File: src/rtl/pipe_hazard_ctrl.sv
// Hazard and stall sequencer for the 5-stage 16-bit pipeline.
// Generates per-stage enable/flush controls for load-use hazards, data-memory
// waits, taken branches, and freezes the pipeline after HALT reaches WB.
module pipe_hazard_ctrl #(
  parameter int REG_BITS    = 3,
  parameter int MEM_TIMEOUT = 15,
  parameter int CNT_W       = 16
) (
  input  logic                clk,
  input  logic                rst,
  input  logic [REG_BITS-1:0] id_rs,
  input  logic [REG_BITS-1:0] id_rt,
  input  logic                id_uses_rs,
  input  logic                id_uses_rt,
  input  logic                ex_memread,
  input  logic                ex_regwrite,
  input  logic [REG_BITS-1:0] ex_dst_reg,
  input  logic                ex_branch_taken,
  input  logic                mem_req,
  input  logic                mem_done,
  input  logic                wb_halt,
  output logic                pc_en,
  output logic                ifid_en,
  output logic                idex_en,
  output logic                exmem_en,
  output logic                memwb_en,
  output logic                ifid_flush,
  output logic                idex_flush,
  output logic                memwb_flush,
  output logic                halted,
  output logic                mem_timeout,
  output logic [CNT_W-1:0]    stall_cycles
);

  typedef enum logic [1:0] {RUN, MEM_WAIT, HALTED} state_t;

  state_t     state;
  logic [7:0] wait_cnt;
  logic       lu;
  logic       ms;
  logic       hold;

  // Saturating increment for the stall counter.
  function automatic logic [CNT_W-1:0] sat_inc(input logic [CNT_W-1:0] v);
    logic [CNT_W-1:0] one;
    one = {{(CNT_W-1){1'b0}}, 1'b1};
    return (&v) ? v : v + one;
  endfunction

  assign lu = ex_memread & ex_regwrite &
              ((id_uses_rs & (id_rs == ex_dst_reg)) |
               (id_uses_rt & (id_rt == ex_dst_reg)));
  assign ms = mem_req & ~mem_done;

  // Freeze the upstream stages while a data-memory access is outstanding.
  assign hold = ((state == RUN) & ms) | ((state == MEM_WAIT) & ~mem_done);

  // Per-stage controls; branch beats load-use since the ID instruction is squashed.
  always_comb begin
    pc_en       = 1'b1;
    ifid_en     = 1'b1;
    idex_en     = 1'b1;
    exmem_en    = 1'b1;
    memwb_en    = 1'b1;
    ifid_flush  = 1'b0;
    idex_flush  = 1'b0;
    memwb_flush = 1'b0;
    if (state == HALTED) begin
      pc_en    = 1'b0;
      ifid_en  = 1'b0;
      idex_en  = 1'b0;
      exmem_en = 1'b0;
      memwb_en = 1'b0;
    end else if (hold) begin
      pc_en       = 1'b0;
      ifid_en     = 1'b0;
      idex_en     = 1'b0;
      exmem_en    = 1'b0;
      memwb_flush = 1'b1;
    end else if (ex_branch_taken) begin
      ifid_flush = 1'b1;
      idex_flush = 1'b1;
    end else if (lu) begin
      pc_en      = 1'b0;
      ifid_en    = 1'b0;
      idex_flush = 1'b1;
    end
  end

  // State machine, wait-cycle timer, sticky flags and stall statistics.
  // The timer counts MEM_WAIT cycles; the MEM_TIMEOUT-th one without
  // mem_done is fatal.
  always_ff @(posedge clk or negedge rst) begin
    if (!rst) begin
      state        <= RUN;
      wait_cnt     <= 8'd0;
      halted       <= 1'b0;
      mem_timeout  <= 1'b0;
      stall_cycles <= '0;
    end else begin
      if (state != HALTED && !pc_en)
        stall_cycles <= sat_inc(stall_cycles);
      case (state)
        RUN: begin
          wait_cnt <= 8'd0;
          if (wb_halt) begin
            state  <= HALTED;
            halted <= 1'b1;
          end else if (ms) begin
            state <= MEM_WAIT;
          end
        end
        MEM_WAIT: begin
          if (wb_halt) begin
            state    <= HALTED;
            halted   <= 1'b1;
            wait_cnt <= 8'd0;
          end else if (mem_done) begin
            state    <= RUN;
            wait_cnt <= 8'd0;
          end else if (wait_cnt == 8'(MEM_TIMEOUT - 1)) begin
            state       <= HALTED;
            halted      <= 1'b1;
            mem_timeout <= 1'b1;
            wait_cnt    <= 8'd0;
          end else begin
            wait_cnt <= wait_cnt + 8'd1;
          end
        end
        HALTED: begin
          halted <= 1'b1;
        end
        default: begin
          state <= RUN;
        end
      endcase
    end
  end

endmodule

File: config.mk
export PLATFORM = sky130hd
export DESIGN_NAME = pipe_hazard_ctrl
export DESIGN_NICKNAME = d
export VERILOG_FILES = /design/src/rtl/pipe_hazard_ctrl.sv
export SDC_FILE = /design/constraint.sdc
export NUM_CORES = 1
export LEC_CHECK = 0
export ABC_AREA = 1
export BUFFER_PORTS_ARGS = -buffer_cell sky130_fd_sc_hd__buf_4
export CAP_MARGIN = 20
export CORE_ASPECT_RATIO = 0.75
export CORE_MARGIN = 5
export CORE_UTILIZATION = 57
export DETAILED_ROUTE_END_ITERATION = 16
export GPL_TIMING_DRIVEN = 1
export PLACE_DENSITY_LB_ADDON = 0.3
export SLEW_MARGIN = 20
export SYNTH_ARGS = -nofsm -noshare
export SYNTH_HDL_FRONTEND = slang
export SYNTH_SLANG_ARGS = --single-unit
File: constraint.sdc
create_clock -name clk -period 3.2 [get_ports clk]
set_input_delay 0.16 -clock clk [delete_from_list [all_inputs] [get_ports clk]]
set_output_delay 0.16 -clock clk [all_outputs]
set_load 0.01 [all_outputs]
==> results.md <==
- Die height: 59.58 µm
- Worst slew pin tran: 0.7761 ns
- Period utilisation layout: 0.7032
- Flop2flop setup slack: 1.19 ns
- # setup viols final: 0
- Final Hold Viols: 0
- Total die area: 4534 µm²
- Worst EP arrival: 2.09 ns
- Clock Latency Late Sink: 0.28 ns
- Wirelength per Cell: 12.66 µm
- CP startpoint kind: flop
- Largest net degree at the start of global routing: 29
- Commonest non-fill, non-tap cell in the layout: nand2_1
- ANT nets after route: 0
- Max-cap viol count: 0
- Detail Placement HPWL: 3142 µm
- Hold Startpoint: mem_req
- Hold path depth: 3
- First-pass detailed-route iteration total: 4
- Worst VDD drop: 0.0001914 V
- Reg-to-Reg Start: state[1]
- Root Driver: clkbuf_8
- CP Class: reg -> out
- Via Count: 1833
- Max Freq: 0.4444 GHz
- Pwr Density: 384.3 nW/µm²
- CTS Sinks: 28
- Yosys reg bits: 28
- Share of cells above drive strength 1: 0.1981
- Nature of the critical path endpoint: primary output
- CTS buffer count: 3
- Synth Warn #: 0
- IO Port Bufs: 44
- Die X-Extent: 76.11 µm
- Status: finished, final reports clean
- Vias per std cell: 5.267
- GRT Overall Usage: 0.1949
- Area leader, netlist: dfrtp_1
- Final Util: 0.7051
- Final #Nets: 331
- Setup Skew: 0.005664 ns
- Max-slew violations: 0
- I/O pin total: 45
- Area grow syn2layout: 21.57%
- GP Congestion: 0.8240
- # H-tree levels: 1
- Sequential area share after synthesis: 0.3751
- First-pass GRT wire length: 7307 µm
- Rel. slew slack: 0.4821
- Initial antenna violation count: 0
- Setup TNS: 0 ns
- Post-Syn Nets: 289
- Top cells by area, synth: dfrtp_1 38%, nand2_1 18%, inv_1 8.2%, nand4_1 6.7%, nor2_1 6.0%
- Worst flop-to-flop path endpoint: stall_cycles[12]
- Crit-path max FO: 24
- CTS Buffer Depth: 2
- DRT iter0 DRCs: 121
- Starting density of the core: 0.5800
- Vias in the first global route: 1696
- Pre-CTS setup slack: 1.272 ns
- # DRC: 0
- R2R depth: 6
- Synth Cell Area: 1868 µm²
- Routed WL: 4407 µm
- Remaining Overflow, GRT: 0
- WHS: 0.1609 ns
- RSZ-0062 raised after global routing: false
- Critical Path RT: 3.04 ns
- Hold endpoint: state[0]
- Leakage: 0.001279 µW
- Clk slew on worst S/H paths: 0.09 ns
- Core area: 3221 µm²
- Ant. Diodes: 0
- Final worst slack: 0.9497 ns
- Library cells used by synthesis: 29
- Top cell type's share of synthesized area: 0.3751
- Cell Rows: 18
- CTS tree: yes
- Min-Delay Path Class: in -> reg
- Post-CTS setup repair buffer count: 0
- Final worst path period need: 2.250 ns
- Commonest cells after routing, fill and taps aside: 89 x nand2_1, 44 x buf_4, 41 x inv_1
- Synth Area per Inst: 6.996 µm²
- Synthesized instance count: 267
## synth_stat cells
| cell type | count |
|---|---|
| nand2_1 | 89 |
| nand2_2 | 1 |
| or2_2 | 1 |
| nand3_1 | 11 |
| inv_1 | 41 |
| a31o_2 | 1 |
| xor2_1 | 8 |
| a21oi_1 | 4 |
| a21o_1 | 1 |
| o21ai_0 | 2 |
| a41o_1 | 1 |
| dfrtp_1 | 28 |
| ha_1 | 3 |
| clkbuf_1 | 1 |
| inv_2 | 1 |
| nand4_4 | 1 |
| nor3_2 | 2 |
| o31ai_1 | 1 |
| buf_2 | 2 |
| nor3_1 | 3 |
| and3_1 | 1 |
| xnor2_1 | 3 |
| nor2_1 | 30 |
| buf_6 | 2 |
| nor2_2 | 3 |
| nand3_2 | 2 |
| a31oi_2 | 1 |
| nand4_1 | 20 |
| buf_4 | 3 |
## metrics by stage
stage | std cells | total power (µW) | instance area [µm²]
after CTS | 348 | 875.1 | 2271
after detailed placement | 343 | 596.6 | 2190
after global placement | 343 | 591.6 | 2190
after global routing | 348 | 916.6 | 2271
final | 348 | 872.8 | 2271
after floorplan | 267 | 515.0 | 1868
## flip-flops by register name, summed over array words and instances, names as in the netlist
name and count:
halted 1, mem_timeout 1, stall_cycles 16, state 2
wait_cnt 8
## repair_timing
| item | in CTS | in global routing |
|---|---|---|
| hold buffers | 1 | 0 |
| gates resized for setup | 0 | 0 |
| hold endpoints to repair | 28 | 0 |
## worst max-delay path: stages (launching register included)
cell and delay, ns:
dfrtp_1 0.44, inv_1 0.16, nor2_1 0.08, inv_1 0.57, nand2_1 0.19, inv_1 0.14, nand2_1 0.06, inv_1 0.07
buf_4 0.12
## worst max path at each step
stage	to	slack, ns	cells after the start	start
after global routing	ifid_en	0.77	8	state[1]
after global placement	ifid_en	1.38	8	state[1]
after CTS	ifid_en	1.01	8	state[1]
after detailed placement	stall_cycles[7]	1.27	6	state[1]
final	ifid_en	0.95	8	state[1]
after floorplan	stall_cycles[4]	1.66	7	stall_cycles[0]
## cell families (layout without fill, tap and decap cells)
group                    count (synthesis)  in the layout  share of synthesized area
AND/OR/NAND/NOR                        164            164                     0.3965
buffers and inverters                   50             91                     0.1159
flip-flops                              28             28                     0.3751
AO/OA/AOI/OAI                           11             11                    0.04086
XOR/XNOR                                11             11                    0.05158
adder cells (fa/ha/maj)                  3              3                    0.02010
## layer usage
layer | wire length, µm | share of wire | up-vias | GRT usage
met3 | 321 | 0.073 | 4 | 0.04103
li1 | - | - | 920 | -
met4 | 48 | 0.011 | 0 | 0.04738
met2 | 2035 | 0.46 | 66 | 0.3366
met1 | 2001 | 0.45 | 843 | 0.2538
met5 | 0 | 0 | - | 0
## area by class of cell
cell class,count,area [µm²]
flip-flops and latches,28,700.7
fillers,275,949.7
multi-input cells,189,950.9
inverters,42,157.7
clock buffers,3,41.29
repair buffers,45,340.3
well taps,40,50.05
clock inverters,1,30.03
## report_power, final
group | internal (µW) | switching, µW
logic | 78.7 | 111
clock network | 168 | 114
registers | 374 | 26.7
total | 620 | 252
(Power assumes the default switching activity.)
